--- config.mk ---
export PLATFORM = sky130hd
export DESIGN_NAME = controlador_correccion
export DESIGN_NICKNAME = d
export VERILOG_FILES = /design/src/rtl/controlador_correccion.sv
export SDC_FILE = /design/constraint.sdc
export NUM_CORES = 1
export LEC_CHECK = 0
export CORE_UTILIZATION = 35
export CTS_CLUSTER_SIZE = 20
export DETAILED_ROUTE_END_ITERATION = 10
export DONT_BUFFER_PORTS = 1
export REMOVE_ABC_BUFFERS = 1
export SKIP_CTS_REPAIR_TIMING = 1
export SYNTH_ARGS = -nofsm -noshare
export SYNTH_HDL_FRONTEND = slang
export SYNTH_SLANG_ARGS = --single-unit
export TNS_END_PERCENT = 100
--- constraint.sdc ---
create_clock -name reloj -period 1.46 [get_ports reloj]
set_input_delay 0.219 -clock reloj [delete_from_list [all_inputs] [get_ports reloj]]
set_output_delay 0.219 -clock reloj [all_outputs]
set_load 0.1 [all_outputs]
--- src/rtl/controlador_correccion.sv ---
// Sequencer for the SECDED correction datapath. It accepts one received word per transaction,
// classifies the syndrome, registers the corrected result and keeps saturating error statistics.
module controlador_correccion #(
   parameter int ANCHO_CONT      = 8,
   parameter bit DESCARTAR_DOBLE = 1'b0
) (
   input  logic                  reloj,
   input  logic                  reset,
   input  logic                  entrada_valida,
   input  logic [7:0]            palabra_entrada,
   output logic                  entrada_lista,
   output logic [7:0]            palabra_dp,
   input  logic                  s1,
   input  logic                  s2,
   input  logic                  s3,
   input  logic                  st,
   output logic                  error_simple_dp,
   output logic                  error_doble_dp,
   input  logic [3:0]            corregido_dp,
   input  logic [7:0]            palabra_corregida_dp,
   output logic                  salida_valida,
   input  logic                  salida_lista,
   output logic [3:0]            dato_salida,
   output logic [7:0]            palabra_salida,
   output logic                  bandera_simple,
   output logic                  bandera_doble,
   input  logic                  limpiar_cuentas,
   output logic [ANCHO_CONT-1:0] cuenta_simple,
   output logic [ANCHO_CONT-1:0] cuenta_doble,
   output logic                  led_doblerror
);

   typedef enum logic [1:0] {INACTIVO, EVALUA, CAPTURA, ENTREGA} estado_t;

   localparam logic [ANCHO_CONT-1:0] CUENTA_MAX = '1;

   estado_t    estado;
   logic [2:0] sindrome;

   assign sindrome = {s1, s2, s3};

   // Any set overall-parity check means a single (correctable) error, including the parity bit
   // itself; a nonzero syndrome with clean overall parity is an uncorrectable double error.
   always_ff @(posedge reloj) begin
      if (reset) begin
         estado          <= INACTIVO;
         entrada_lista   <= 1'b0;
         palabra_dp      <= '0;
         error_simple_dp <= 1'b0;
         error_doble_dp  <= 1'b0;
         salida_valida   <= 1'b0;
         dato_salida     <= '0;
         palabra_salida  <= '0;
         bandera_simple  <= 1'b0;
         bandera_doble   <= 1'b0;
         cuenta_simple   <= '0;
         cuenta_doble    <= '0;
         led_doblerror   <= 1'b0;
      end else begin
         case (estado)
            INACTIVO: begin
               entrada_lista <= 1'b1;
               if (entrada_lista && entrada_valida) begin
                  palabra_dp    <= palabra_entrada;
                  entrada_lista <= 1'b0;
                  estado        <= EVALUA;
               end
            end
            EVALUA: begin
               error_simple_dp <= st;
               error_doble_dp  <= (sindrome != 3'b000) && !st;
               estado          <= CAPTURA;
            end
            CAPTURA: begin
               dato_salida    <= corregido_dp;
               palabra_salida <= palabra_corregida_dp;
               bandera_simple <= error_simple_dp;
               bandera_doble  <= error_doble_dp;
               if (error_doble_dp && DESCARTAR_DOBLE) begin
                  entrada_lista <= 1'b1;
                  estado        <= INACTIVO;
               end else begin
                  salida_valida <= 1'b1;
                  estado        <= ENTREGA;
               end
            end
            ENTREGA: begin
               if (salida_lista) begin
                  salida_valida <= 1'b0;
                  entrada_lista <= 1'b1;
                  estado        <= INACTIVO;
               end
            end
            default: estado <= INACTIVO;
         endcase

         // Clearing takes priority over the increment of a word finishing capture this cycle.
         if (limpiar_cuentas) begin
            cuenta_simple <= '0;
            cuenta_doble  <= '0;
            led_doblerror <= 1'b0;
         end else if (estado == CAPTURA) begin
            if (error_simple_dp && (cuenta_simple != CUENTA_MAX))
               cuenta_simple <= cuenta_simple + 1'b1;
            if (error_doble_dp) begin
               led_doblerror <= 1'b1;
               if (cuenta_doble != CUENTA_MAX)
                  cuenta_doble <= cuenta_doble + 1'b1;
            end
         end
      end
   end

endmodule
==> results.py, run 1 <==
metrics = {
    "run_status": {
        "status": "finished with violations",
        "violations": "hold timing",
    },
    "grt": {
        "grt_antenna_before_repair": 0,
        "global_route_overflow": 0,
        "maximum_number_of_pins_on_one_net_before_global_route_repair": 34,
        "use_met2": 0.2469,
        "via_count_of_the_first_global_routing_pass": 1593,
        "grt_use_met3": 0.06941,
        "use_met1": 0.1823,
        "gr-usage-all-layers": 0.1548,
        "grt_first_pass_wirelength_microns": 7286,
        "grt.busiest_layer": "met2",
    },
    "critical_path": {
        "worst_setup_path_end_kind": "register",
        "crit_path_start": "cuenta_doble[0]",
        "worst-path-buf-inv": 0,
        "critical_path.reg2reg.startpoint": "cuenta_doble[0]",
        "cp_data_arrival_time_ns": 1.56,
        "critical_path.top_delay_family": "compound AO/OA/AOI/OAI gates",
        "worst_path_largest_cell_delay_ns": 0.39,
        "worstSetupStartpointType": "register",
        "worstReg2RegEnd": "cuenta_doble[4]",
        "r2r_setup_slack_ns": 0.10,
        "crit_slowest_cell": "sky130_fd_sc_hd__dfxtp_1",
        "worst-path-stages": 4,
        "crit_end": "cuenta_doble[4]",
        "worst-r2r-cell-count": 4,
        "cp_data_required_time_ns": 1.66,
        "critical_path_peak_fanout": 6,
        "critical_path.cell_chain": "ha_2, nand4_1, a311oi_1, o21bai_1",
        "crit_type": "reg2reg",
    },
    "layout": {
        "antennaDiodeCount": 0,
        "synthToLayoutAreaGrowth_pct": 28.90,
        "final_cell_mix": "51 x sky130_fd_sc_hd__buf_4, 43 x sky130_fd_sc_hd__dfxtp_1, 30 x sky130_fd_sc_hd__nand2_1",
        "final_layout_size_suffix_gt1_frac": 0.2959,
        "finalNetCount": 301,
        "mostFrequentLayoutCell": "sky130_fd_sc_hd__buf_4",
    },
    "detailed_routing": {
        "avgRoutedWirePerCell_microns": 13.68,
        "ant_nets": 0,
        "drt_pass1_iterations": 4,
        "drc": 0,
        "num_vias": 1762,
        "finalWirelength_microns": 4636,
        "vias_per_cell": 5.198,
        "drt_iter0_drc": 93,
    },
    "place": {
        "detailedPlacementHpwl_microns": 3275,
        "place.gp.congestion": 0.7496,
        "port-buffer-count": 0,
    },
    "pwr": {
        "peakVddDrop_v": 0.0009670,
        "power_report.internal_total_mw": 2.343,
        "power_switching_mw": 1.732,
        "cellPowerDensity_nw_per_um2": 1591,
        "power_frac_seq": 0.355,
        "clockPowerShare": 0.242,
        "totalPowerFinal_mw": 4.075,
        "power.share.combinational": 0.403,
        "power.share.switching": 0.4250,
        "total_leakage_power_nw": 1.013,
    },
    "logic_synthesis": {
        "synth_sequential_area_ratio": 0.4534,
        "synth.yosys.warnings": 0,
        "synth.cell_area_sq_um": 1987,
        "postSynth.asyncResetShare": 0,
        "synthesis_stage_register_bit_count": 45,
        "synth_flop_cell": "sky130_fd_sc_hd__dfxtp_1",
        "synthesis.instances": 221,
        "synth.distinct_cells": 43,
        "synth-edff-count": 0,
        "syn-mean-instance-area_sq_um": 8.991,
    },
    "floorplan": {
        "floorplan.die.width_microns": 77.35,
        "start_util": 0.3631,
        "fp.dieH_microns": 77.35,
        "site_row_count": 27,
        "floorplan.io_pins": 72,
        "core_area_sq_um": 5473,
        "dieArea_sq_um": 5982,
    },
    "timing": {
        "grt_setup_unrepaired": "yes",
        "slew_headroom": 0.7425,
        "finalSetupViolCount": 0,
        "finClkSkew_ns": 0.007025,
        "layout_worst_path_cycle_share": 0.9296,
        "hold_viol_final": 28,
        "fin_worst_hold_slack_ns": -0.03521,
        "min_period_ns": 1.357,
        "finalMaxSlewViolations": 0,
        "actual_slew_at_the_worst_max_slew_pin_ns": 0.3848,
        "fmax_ghz": 0.7368,
    },
    "clock_tree": {
        "worst_setup_hold_path_clk_slew_ns": 0.09,
        "tritoncts": "done",
        "clock_sinks": 45,
        "clock_path_buffers": 2,
        "numCtsBuffers": 5,
        "ctsRootBufferMaster": "sky130_fd_sc_hd__clkbuf_8",
        "clock_network_latency_to_the_later_pin_of_the_worst_skew_pair_ns": 0.31,
        "cts-htree-levels": 2,
    },
    "flow_run": {
        "timing.max_cap.violations": 0,
    },
    "worst_hold_path": {
        "worst_hold_startpoint": "reset",
        "worst_hold_path.num_cells": 1,
        "min-delay-path-class": "in2reg",
    },
}
final cells by class:
type                            instances  area [sq um]
Fill cell                             560          2912
Multi-Input combinational cell        157          1039
Sequential cell                        45         903.4
Timing Repair Buffer                   52         394.1
Tap cell                               72         90.09
Clock buffer                            5         68.82
Clock inverter                          3         47.55
Inverter                                5         18.77
Yosys cell counts, types with 2 or more instances:
master,instances,area share
sky130_fd_sc_hd__clkbuf_1,4,0.0076
sky130_fd_sc_hd__mux2i_1,18,0.091
sky130_fd_sc_hd__and3_1,6,0.019
sky130_fd_sc_hd__or3_1,2,0.0063
sky130_fd_sc_hd__a21oi_1,21,0.053
sky130_fd_sc_hd__nor3_1,3,0.0076
sky130_fd_sc_hd__buf_6,2,0.011
sky130_fd_sc_hd__a311oi_1,2,0.0088
sky130_fd_sc_hd__nand3_1,5,0.013
sky130_fd_sc_hd__a211oi_1,5,0.019
sky130_fd_sc_hd__or3_2,3,0.011
sky130_fd_sc_hd__nand2_1,30,0.057
sky130_fd_sc_hd__ha_1,6,0.038
sky130_fd_sc_hd__nor2_1,20,0.038
sky130_fd_sc_hd__a31oi_1,4,0.013
sky130_fd_sc_hd__a41oi_1,2,0.0088
sky130_fd_sc_hd__and4_1,4,0.018
sky130_fd_sc_hd__nand4_1,3,0.0094
sky130_fd_sc_hd__inv_1,5,0.0094
sky130_fd_sc_hd__dfxtp_1,45,0.45
sky130_fd_sc_hd__nand2b_1,4,0.013
sky130_fd_sc_hd__buf_2,5,0.013
sky130_fd_sc_hd__clkbuf_2,2,0.0050
power by group through the flow:
stage | clock [mW] | combinational [mW] | sequential (mW)
6_report | 0.985 | 1.64 | 1.45
5_1_grt | 1.06 | 1.73 | 1.46
4_1_cts | 1.01 | 1.58 | 1.44
3_5_place_dp | 0 | 1.58 | 1.47
3_3_place_gp | 0 | 1.57 | 1.46
2_1_floorplan | 0 | 0.430 | 2.27
routing by layer:
metal  vias to the layer above  wire (microns)
li1                        873               -
met1                       828            2060
met2                        56            2187
met3                         5             340
met4                         0              47
met5                         -               0
cell families after synthesis:
group	synth area share
AND/OR/NAND/NOR	0.2261
flip-flops	0.4534
buffers and inverters	0.04975
adder cells (fa/ha/maj)	0.03778
AO/OA/AOI/OAI	0.1423
multiplexers	0.09068
stage by stage:
stage	cells	instance area [sq um]	TNS (ns)	utilization	setup WS, ns
5_1_grt	339	2561	0	0.4680	0.001688
3_3_place_gp	331	2387	-0.05579	0.4362	-0.02814
2_1_floorplan	207	1907	-10.27	-	-0.5954
3_5_place_dp	331	2387	-0.1296	0.4362	-0.05110
4_1_cts	339	2504	-0.2720	0.4575	-0.07715
6_report	339	2561	0	0.4680	0.1027
worst register-to-register path, cell delays in order, from the launching register on:
cell	delay (ns)
sky130_fd_sc_hd__dfxtp_1	0.39
sky130_fd_sc_hd__ha_2	0.26
sky130_fd_sc_hd__nand4_1	0.18
sky130_fd_sc_hd__a311oi_1	0.31
sky130_fd_sc_hd__o21bai_1	0.10
worst min-delay path by stage:
stage | to | slack (ns)
6_report | estado[1] | -0.04
5_1_grt | estado[1] | -0.06
4_1_cts | salida_valida | -0.04
3_5_place_dp | palabra_dp[2] | 0.29
3_3_place_gp | palabra_dp[3] | 0.29
2_1_floorplan | bandera_doble | 0.29
sequential cells by signal, summed over array words and instances, names as in the netlist:
| signal | cells |
|---|---|
| palabra_dp | 8 |
| cuenta_doble | 8 |
| cuenta_simple | 8 |
| salida_valida | 1 |
| error_doble_dp | 1 |
| palabra_salida | 8 |
| bandera_doble | 1 |
| estado | 2 |
| bandera_simple | 1 |
| led_doblerror | 1 |
| entrada_lista | 1 |
| error_simple_dp | 1 |
| dato_salida | 4 |
(Power assumes the default switching activity.)
==> run 2: changes to the inputs <==
==> constraint.sdc (replaced) <==
create_clock -name reloj -period 1.46 [get_ports reloj]
set_input_delay 0.438 -clock reloj [delete_from_list [all_inputs] [get_ports reloj]]
set_output_delay 0.438 -clock reloj [all_outputs]
set_load 0.1 [all_outputs]
==> run 2 against run 1 <==
Effect of this change:
- the flow now finishes without violations
- global-route usage fell by 0.53 points
- sequential power barely moved
- largest cell class unchanged
- power fell by 7.2%
- critical endpoint is now cuenta_doble[3]
- combinational power barely moved
- clock-buffer cell count did not move
- non-clock buffer count rose by 1
- fmax fell by 4.0%
==> results.py, run 2 (same netlist as run 1, synthesis figures left out) <==
metrics = {
    "clock_tree": {
        "worst_setup_hold_path_clk_slew_ns": 0.08,
        "clock_sinks": 45,
        "numCtsBuffers": 5,
        "clock_path_buffers": 2,
        "ctsRootBufferMaster": "sky130_fd_sc_hd__clkbuf_8",
        "tritoncts": "done",
        "cts-htree-levels": 2,
        "clock_network_latency_to_the_later_pin_of_the_worst_skew_pair_ns": 0.29,
    },
    "layout": {
        "antennaDiodeCount": 0,
        "final_layout_size_suffix_gt1_frac": 0.2970,
        "final_cell_mix": "36 x sky130_fd_sc_hd__dfxtp_1, 36 x sky130_fd_sc_hd__buf_4, 30 x sky130_fd_sc_hd__nand2_1",
        "design_area_sq_um": 2639,
        "synthToLayoutAreaGrowth_pct": 32.81,
        "final.fill_count": 540,
        "finalNetCount": 302,
        "final_cell_count_no_fill": 338,
    },
    "pwr": {
        "peakVddDrop_v": 0.0008286,
        "total_leakage_power_nw": 1.033,
        "power_switching_mw": 1.638,
        "power.share.switching": 0.4332,
        "cellPowerDensity_nw_per_um2": 1433,
        "power.share.combinational": 0.434,
        "clockPowerShare": 0.186,
        "power_report.internal_total_mw": 2.143,
        "power_frac_seq": 0.380,
        "totalPowerFinal_mw": 3.781,
    },
    "critical_path": {
        "cp_data_required_time_ns": 1.02,
        "critical_path.cell_chain": "buf_6",
        "worstSetupStartpointType": "register",
        "critical_path_peak_fanout": 6,
        "critical_path.top_delay_family": "flip-flops",
        "crit_type": "reg2out",
        "crit_slowest_cell": "sky130_fd_sc_hd__dfxtp_1",
        "worst_path_largest_cell_delay_ns": 0.43,
        "worst-path-buf-inv": 1,
        "worst_setup_path_end_kind": "primary output",
        "critical_path.reg2reg.startpoint": "estado[0]",
        "cp_data_arrival_time_ns": 0.98,
        "crit_path_start": "cuenta_doble[3]",
    },
    "detailed_routing": {
        "num_vias": 1722,
        "dr_wl_met2_microns": 2061,
        "vias_per_cell": 5.095,
        "ant_nets": 0,
        "drt_iter0_drc": 97,
        "finalWirelength_microns": 4497,
        "avgRoutedWirePerCell_microns": 13.30,
        "detailroute.wirelength.met3_microns": 371,
        "route.layer.met1.wl_microns": 2011,
        "drt_pass1_iterations": 5,
        "route.top_layer_used": "met4",
        "drc": 0,
    },
    "worst_hold_path": {
        "worst_hold_startpoint": "reset",
        "min-delay-path-class": "in2reg",
    },
    "timing": {
        "layout_worst_path_cycle_share": 0.9681,
        "slew_headroom": 0.7997,
        "finalSetupViolCount": 0,
        "actual_slew_at_the_worst_max_slew_pin_ns": 0.2967,
        "hold_viol_final": 0,
        "fmax_ghz": 0.7075,
        "finalMaxSlewViolations": 0,
        "finClkSkew_ns": 0.009112,
        "min_period_ns": 1.413,
        "fin_worst_hold_slack_ns": 0.2030,
    },
    "floorplan": {
        "floorplan.io_pins": 72,
        "floorplan.die.width_microns": 77.35,
        "site_row_count": 27,
        "core_area_sq_um": 5473,
        "start_util": 0.3631,
        "dieArea_sq_um": 5982,
        "fp.dieH_microns": 77.35,
    },
    "grt": {
        "via_count_of_the_first_global_routing_pass": 1541,
        "maximum_number_of_pins_on_one_net_before_global_route_repair": 34,
        "grt_first_pass_wirelength_microns": 7162,
        "global_route_overflow": 0,
        "gr-usage-all-layers": 0.1496,
        "grt_antenna_before_repair": 0,
    },
    "place": {
        "port-buffer-count": 0,
        "placed_cells_incl_taps": 331,
        "place_area_sq_um": 2462,
        "detailedPlacementHpwl_microns": 3251,
        "place.gp.congestion": 0.7387,
    },
    "run_status": {
        "status": "finished clean",
    },
    "flow_run": {
        "timing.max_cap.violations": 0,
    },
}
==> run 2: final timing paths <==
| kind | end | slack [ns] | cells past startpoint |
|---|---|---|---|
| setup / recovery | cuenta_doble[3] | 0.05 | 1 |
| hold / removal | error_simple_dp | 0.20 | 1 |
| setup reg to reg | cuenta_simple[4] | 0.08 | 5 |
| hold reg to reg | cuenta_simple[3] | 0.51 | 2 |
==> run 2: area by class of cell <==
class	instances	area, sq um	area share
Clock buffer	5	68.82	0.02608
Clock inverter	1	5.005	0.001897
Inverter	5	18.77	0.007112
Multi-Input combinational cell	157	1011	0.3831
Sequential cell	45	912.1	0.3457
Tap cell	72	90.09	0.03414
Timing Repair Buffer	53	533.0	0.2020
==> run 2: metal layers <==
layer  vias to the layer above  track usage
met4                         0      0.06226
met2                        58       0.2336
met1                       785       0.1851
met3                         5      0.05412
met5                         -            0
li1                        874            -
==> run 2: through the flow <==
stage	setup WS [ns]	util	TNS, ns
floorplan	-0.5954	-	-10.31
finish	0.04662	0.4822	0
CTS	-0.1613	0.4634	-1.413
global route	-0.01507	0.4822	-0.03361
global placement	-0.09682	0.4499	-0.2800
detailed placement	-0.1409	0.4499	-0.7092
==> run 2: power by group through the flow <==
stage               clock network [mW]  registers, mW  logic, mW
detailed placement                   0           1.46       1.60
global placement                     0           1.45       1.60
finish                           0.703           1.44       1.64
global route                     0.786           1.46       1.73
floorplan                            0           2.27      0.430
CTS                              0.740           1.43       1.61
==> run 3: changes to the inputs <==
--- a/config.mk
+++ b/config.mk
@@ -5,12 +5,14 @@
 export SDC_FILE = /design/constraint.sdc
 export NUM_CORES = 1
 export LEC_CHECK = 0
+export CORE_ASPECT_RATIO = 0.9
 export CORE_UTILIZATION = 35
 export CTS_CLUSTER_SIZE = 20
 export DETAILED_ROUTE_END_ITERATION = 10
 export DONT_BUFFER_PORTS = 1
 export REMOVE_ABC_BUFFERS = 1
 export SKIP_CTS_REPAIR_TIMING = 1
+export SLEW_MARGIN = 15
 export SYNTH_ARGS = -nofsm -noshare
 export SYNTH_HDL_FRONTEND = slang
 export SYNTH_SLANG_ARGS = --single-unit
==> run 3 against run 2 <==
Effect of this change:
- clock power is 19% higher
- worst setup slack better by 0.0026 ns
- critical path depth did not move
- sequential power about the same
- fmax grew 0.18%
- cell area is 2.4% higher
- clock skew is 0.0021 ns higher
- core utilization up 2.3 points
- cell count decreased by 1.8%
==> results.py, run 3 (same netlist as run 1, synthesis figures left out) <==
metrics = {
    "pwr": {
        "total_leakage_power_nw": 1.031,
        "peakVddDrop_v": 0.001082,
        "totalPowerFinal_mw": 3.998,
        "cellPowerDensity_nw_per_um2": 1480,
    },
    "layout": {
        "final_layout_size_suffix_gt1_frac": 0.3208,
        "antennaDiodeCount": 0,
        "finalNetCount": 299,
        "final_util": 0.5050,
        "final_cell_mix": "35 x sky130_fd_sc_hd__dfxtp_1, 30 x sky130_fd_sc_hd__nand2_1, 30 x sky130_fd_sc_hd__buf_4",
        "synthToLayoutAreaGrowth_pct": 35.96,
        "mostFrequentLayoutCell": "sky130_fd_sc_hd__dfxtp_1",
    },
    "clock_tree": {
        "cts-htree-levels": 2,
        "tritoncts": "done",
        "numCtsBuffers": 5,
        "worst_setup_hold_path_clk_slew_ns": 0.09,
        "clock_network_latency_to_the_later_pin_of_the_worst_skew_pair_ns": 0.30,
        "clock_path_buffers": 2,
        "clock_sinks": 45,
        "ctsRootBufferMaster": "sky130_fd_sc_hd__clkbuf_8",
    },
    "timing": {
        "min_period_ns": 1.411,
        "post-route-worst-setup-slack_ns": 0.04921,
        "hold_viol_final": 0,
        "finalSetupViolCount": 0,
        "grt_setup_unrepaired": "yes",
        "fmax_ghz": 0.7088,
        "actual_slew_at_the_worst_max_slew_pin_ns": 0.4199,
        "finalMaxSlewViolations": 0,
        "slew_headroom": 0.7165,
        "finClkSkew_ns": 0.01116,
        "layout_worst_path_cycle_share": 0.9663,
    },
    "floorplan": {
        "fp.dieH_microns": 73.48,
        "floorplan.io_pins": 72,
        "site_row_count": 25,
        "dieArea_sq_um": 5983,
        "floorplan.die.width_microns": 81.42,
        "core_area_sq_um": 5349,
        "start_util": 0.3715,
    },
    "grt": {
        "grt_first_pass_wirelength_microns": 7251,
        "global_route_overflow": 0,
        "maximum_number_of_pins_on_one_net_before_global_route_repair": 34,
        "via_count_of_the_first_global_routing_pass": 1560,
        "gr-usage-all-layers": 0.1576,
        "grt_antenna_before_repair": 0,
    },
    "critical_path": {
        "worst-r2r-cell-count": 4,
        "critical_path.cell_chain": "buf_6",
        "worst-path-stages": 1,
        "worst-path-buf-inv": 1,
        "critical_path.top_delay_family": "flip-flops",
        "worst_path_largest_cell_delay_ns": 0.41,
        "crit_type": "reg2out",
        "critical_path_peak_fanout": 4,
        "worstReg2RegEnd": "cuenta_simple[3]",
        "worst_setup_path_end_kind": "primary output",
        "cp_data_arrival_time_ns": 0.97,
        "crit_end": "cuenta_simple[1]",
        "worstSetupStartpointType": "register",
        "cp_data_required_time_ns": 1.02,
        "critical_path.reg2reg.startpoint": "cuenta_simple[1]",
        "crit_path_start": "cuenta_simple[1]",
        "crit_slowest_cell": "sky130_fd_sc_hd__dfxtp_1",
        "r2r_setup_slack_ns": 0.06,
    },
    "place": {
        "place.gp.congestion": 0.7807,
        "detailedPlacementHpwl_microns": 3260,
        "port-buffer-count": 0,
        "placement.setup.worst_slack_ns": -0.1623,
    },
    "flow_run": {
        "timing.max_cap.violations": 0,
    },
    "detailed_routing": {
        "finalWirelength_microns": 4637,
        "drt_pass1_iterations": 4,
        "drt_iter0_drc": 99,
        "avgRoutedWirePerCell_microns": 13.97,
        "vias_per_cell": 5.280,
        "ant_nets": 0,
        "drc": 0,
        "num_vias": 1753,
    },
    "worst_hold_path": {
        "min-delay-path-class": "in2reg",
    },
    "run_status": {
        "status": "finished clean",
    },
}
==> run 3: cell types whose count changed in the layout (fill, tap and decap cells not counted), moves of 2 or more <==
cell,before,now
sky130_fd_sc_hd__buf_4,36,30
sky130_fd_sc_hd__buf_8,5,3
sky130_fd_sc_hd__buf_6,6,8
sky130_fd_sc_hd__buf_12,6,9
sky130_fd_sc_hd__inv_1,5,3
sky130_fd_sc_hd__inv_2,0,2
==> run 3: worst min path at each step <==
stage | startpoint | cells past startpoint | slack (ns) | end
finish | reset | 1 | 0.19 | palabra_dp[4]
global route | reset | 1 | 0.17 | palabra_dp[1]
CTS | reset | 1 | 0.17 | palabra_dp[0]
detailed placement | palabra_dp[1] | 2 | 0.48 | palabra_dp[1]
global placement | palabra_dp[1] | 2 | 0.48 | palabra_dp[1]
floorplan | reset | 1 | 0.51 | bandera_doble
==> run 3: area by class of cell <==
| class | count | area, sq um |
|---|---|---|
| Timing Repair Buffer | 50 | 540.5 |
| Inverter | 5 | 18.77 |
| Fill cell | 506 | 2648 |
| Tap cell | 67 | 83.83 |
| Clock inverter | 2 | 16.27 |
| Sequential cell | 45 | 913.4 |
| Clock buffer | 6 | 82.58 |
| Multi-Input combinational cell | 157 | 1046 |
==> run 3: where the power goes <==
part	switching [mW]	internal (mW)	leakage [nW]
logic	1.20	0.508	0.615
clock network	0.444	0.390	0.0478
registers	0.0893	1.36	0.369
==> run 3: per-layer routing <==
layer	track usage	wire [microns]
met5	0	0
met4	0.05357	50
met3	0.04348	307
met2	0.2398	2108
met1	0.2129	2170
==> run 3: worst register-to-register path, cell delays in order, from the launching register on <==
cell and delay, ns:
sky130_fd_sc_hd__dfxtp_1 0.36, sky130_fd_sc_hd__ha_1 0.25, sky130_fd_sc_hd__and3_1 0.25, sky130_fd_sc_hd__a211oi_2 0.25
sky130_fd_sc_hd__mux2i_1 0.22
==> run 3: through the flow <==
step / setup TNS, ns / cells / instance area [sq um] / hold slack [ns]
floorplan: -10.31 / 207 / 1907 / 0.5071
global placement: -0.2756 / 324 / 2466 / 0.4757
detailed placement: -0.6972 / 324 / 2466 / 0.4803
CTS: -2.189 / 332 / 2565 / 0.1741
global route: -0.02157 / 332 / 2701 / 0.1655
finish: 0 / 332 / 2701 / 0.1908
==> patch: new RTL, flow settings as in run 1 <==
Make the reset (`reset`) asynchronous in one clocked block.
--- a/src/rtl/controlador_correccion.sv
+++ b/src/rtl/controlador_correccion.sv
@@ -42,5 +42,5 @@
    // Any set overall-parity check means a single (correctable) error, including the parity bit
    // itself; a nonzero syndrome with clean overall parity is an uncorrectable double error.
-   always_ff @(posedge reloj) begin
+   always_ff @(posedge reloj or posedge reset) begin
       if (reset) begin
          estado          <= INACTIVO;
Behaviour: differs if reset is asserted again (counterexample within 4 cycles, from zero or initial values and one cycle with reset high); with reset held inactive, the same outputs for 10 cycles.
==> patch against run 1 <==
The flow still finishes with violations (negative hold slack); non-clock buffer count rose by 8; routed wire length up 4.0%; worst setup slack worse by 87 ps; synthesized area is 3.1% higher; sequential cell count did not move; design area increased by 19%; global-route usage increased by 0.42 points; critical endpoint is now cuenta_simple[4]; largest cell class is now registers.
Power is left out: the tool's default activity adds up to more than one toggle a clock period on the data nets, which glitch-free logic cannot reach.
==> patch: results (changes against run 1) <==
[routing]
wl_per_cell_um = 16.0  ; +17%
dr_total_vias = 1531  ; -13%
dr.pass1.iters = 4  ; unchanged
dr.first_iter.drc_count = 81  ; -13%

[clock_tree]
clk-insertion-delay-late_ps = 300

[place]
place.gp.congestion = 0.809  ; +8.0%
dpl.hpwl_um = 3540  ; +8.0%

[final_layout]
final_layout_size_suffix_gt1_share_pct = 49.1  ; +20 points
nets = 265  ; -12%

[synthesis]
synth_area_leaders = dfrtp_1 (55%), mux2_2 (12%), ha_1 (3.7%)
seq_area_frac_synth_pct = 54.9  ; +9.6 points
ys_types = 42  ; -2.3%
async_flop_share_pct = 100  ; +100 points
ys.flop_type = dfrtp_1
synth_common_cells = dfrtp_1 (45), mux2_2 (22), nor2_1 (17)

[setup_path]
slowest_stage = dfrtp_1
crit_fanout = 3  ; -3
crit_family = flip-flops
critPathArrivalTime_ps = 1630  ; +70 ps

[global_route]
grt_pass1_vias = 1661  ; +4.3%
gr-usage-all-layers_pct = 15.9  ; +0.42 points
antenna_found_initial = 0  ; unchanged
grt_max_degree = 28  ; -18%
grt_pass1_wl_um = 7470  ; +2.6%

[outcome]
violations = negative hold slack
outcome = finished with violations

[timing]
fin_skew_ps = 3.32  ; -3.70 ps
final_hold_viol_count = 14  ; -50%
slew-limit-headroom_pct = 72.0  ; -2.3 points
holdWs_ps = -34.7  ; +0.515 ps

-- patch: changes by cell type after synthesis, moves of 4 or more --
cell	delta
mux2i_1	-15
o21ai_0	+6
a211oi_1	-5
a21oi_1	-17
mux2_2	+22
dfrtp_1	+45
nand2_1	-25
buf_2	-4
dfxtp_1	-45
xor2_1	+5
and4_1	-4
-- patch: final timing paths --
kind,startpoint,to,slack [ps],cells after the start
min,limpiar_cuentas,cuenta_simple[6],-30,1
min reg2reg,bandera_doble,bandera_doble,550,2
max reg2reg,cuenta_simple[0],cuenta_simple[4],20,6
max,cuenta_simple[0],cuenta_simple[4],20,6
min in group asynchronous,reset,dato_salida[2],370,2
max in group asynchronous,reset,cuenta_doble[7],610,3
-- patch: area by class of cell --
class,instances,area (sq um)
Inverter,8,30.0
Multi-Input combinational cell,110,971
Tap cell,72,90.1
Timing Repair Buffer,60,734
Fill cell,488,2540
Sequential cell,45,1130
Clock buffer,7,86.3
-- patch: logic make-up after synthesis --
group / Yosys count / share of synthesized area (%)
fa+ha+maj: 6 / 3.66
flops: 45 / 54.9
simple gates: 47 / 13.6
buf+inv: 12 / 2.62
mux: 26 / 14.3
compound gates: 23 / 7.51
xor+xnor: 8 / 3.42
-- patch: through the flow --
stage	std cells	setup WS [ps]	setup TNS (ps)
2_1_floorplan	163	-688	-13450
3_3_place_gp	291	-123	-847
3_5_place_dp	291	-188	-1800
4_1_cts	298	-215	-2250
5_1_grt	302	-77.2	-306
6_report	302	15.4	0
-- patch: worst register-to-register path, cell delays in order (launching register included) --
cell and delay, ps:
dfrtp_1 390, ha_1 250, buf_4 160, and3_1 180, o211ai_1 110, xor2_1 170
nor2_1 70
-- patch: metal layers --
| metal | up-vias | global-route usage [%] | routed length, um |
|---|---|---|---|
| li1 | 712 | - | - |
| met1 | 757 | 16.3 | 1750 |
| met2 | 57 | 29.7 | 2660 |
| met3 | 5 | 6.63 | 369 |
| met4 | 0 | 3.33 | 48 |
| met5 | - | 0 | 0 |
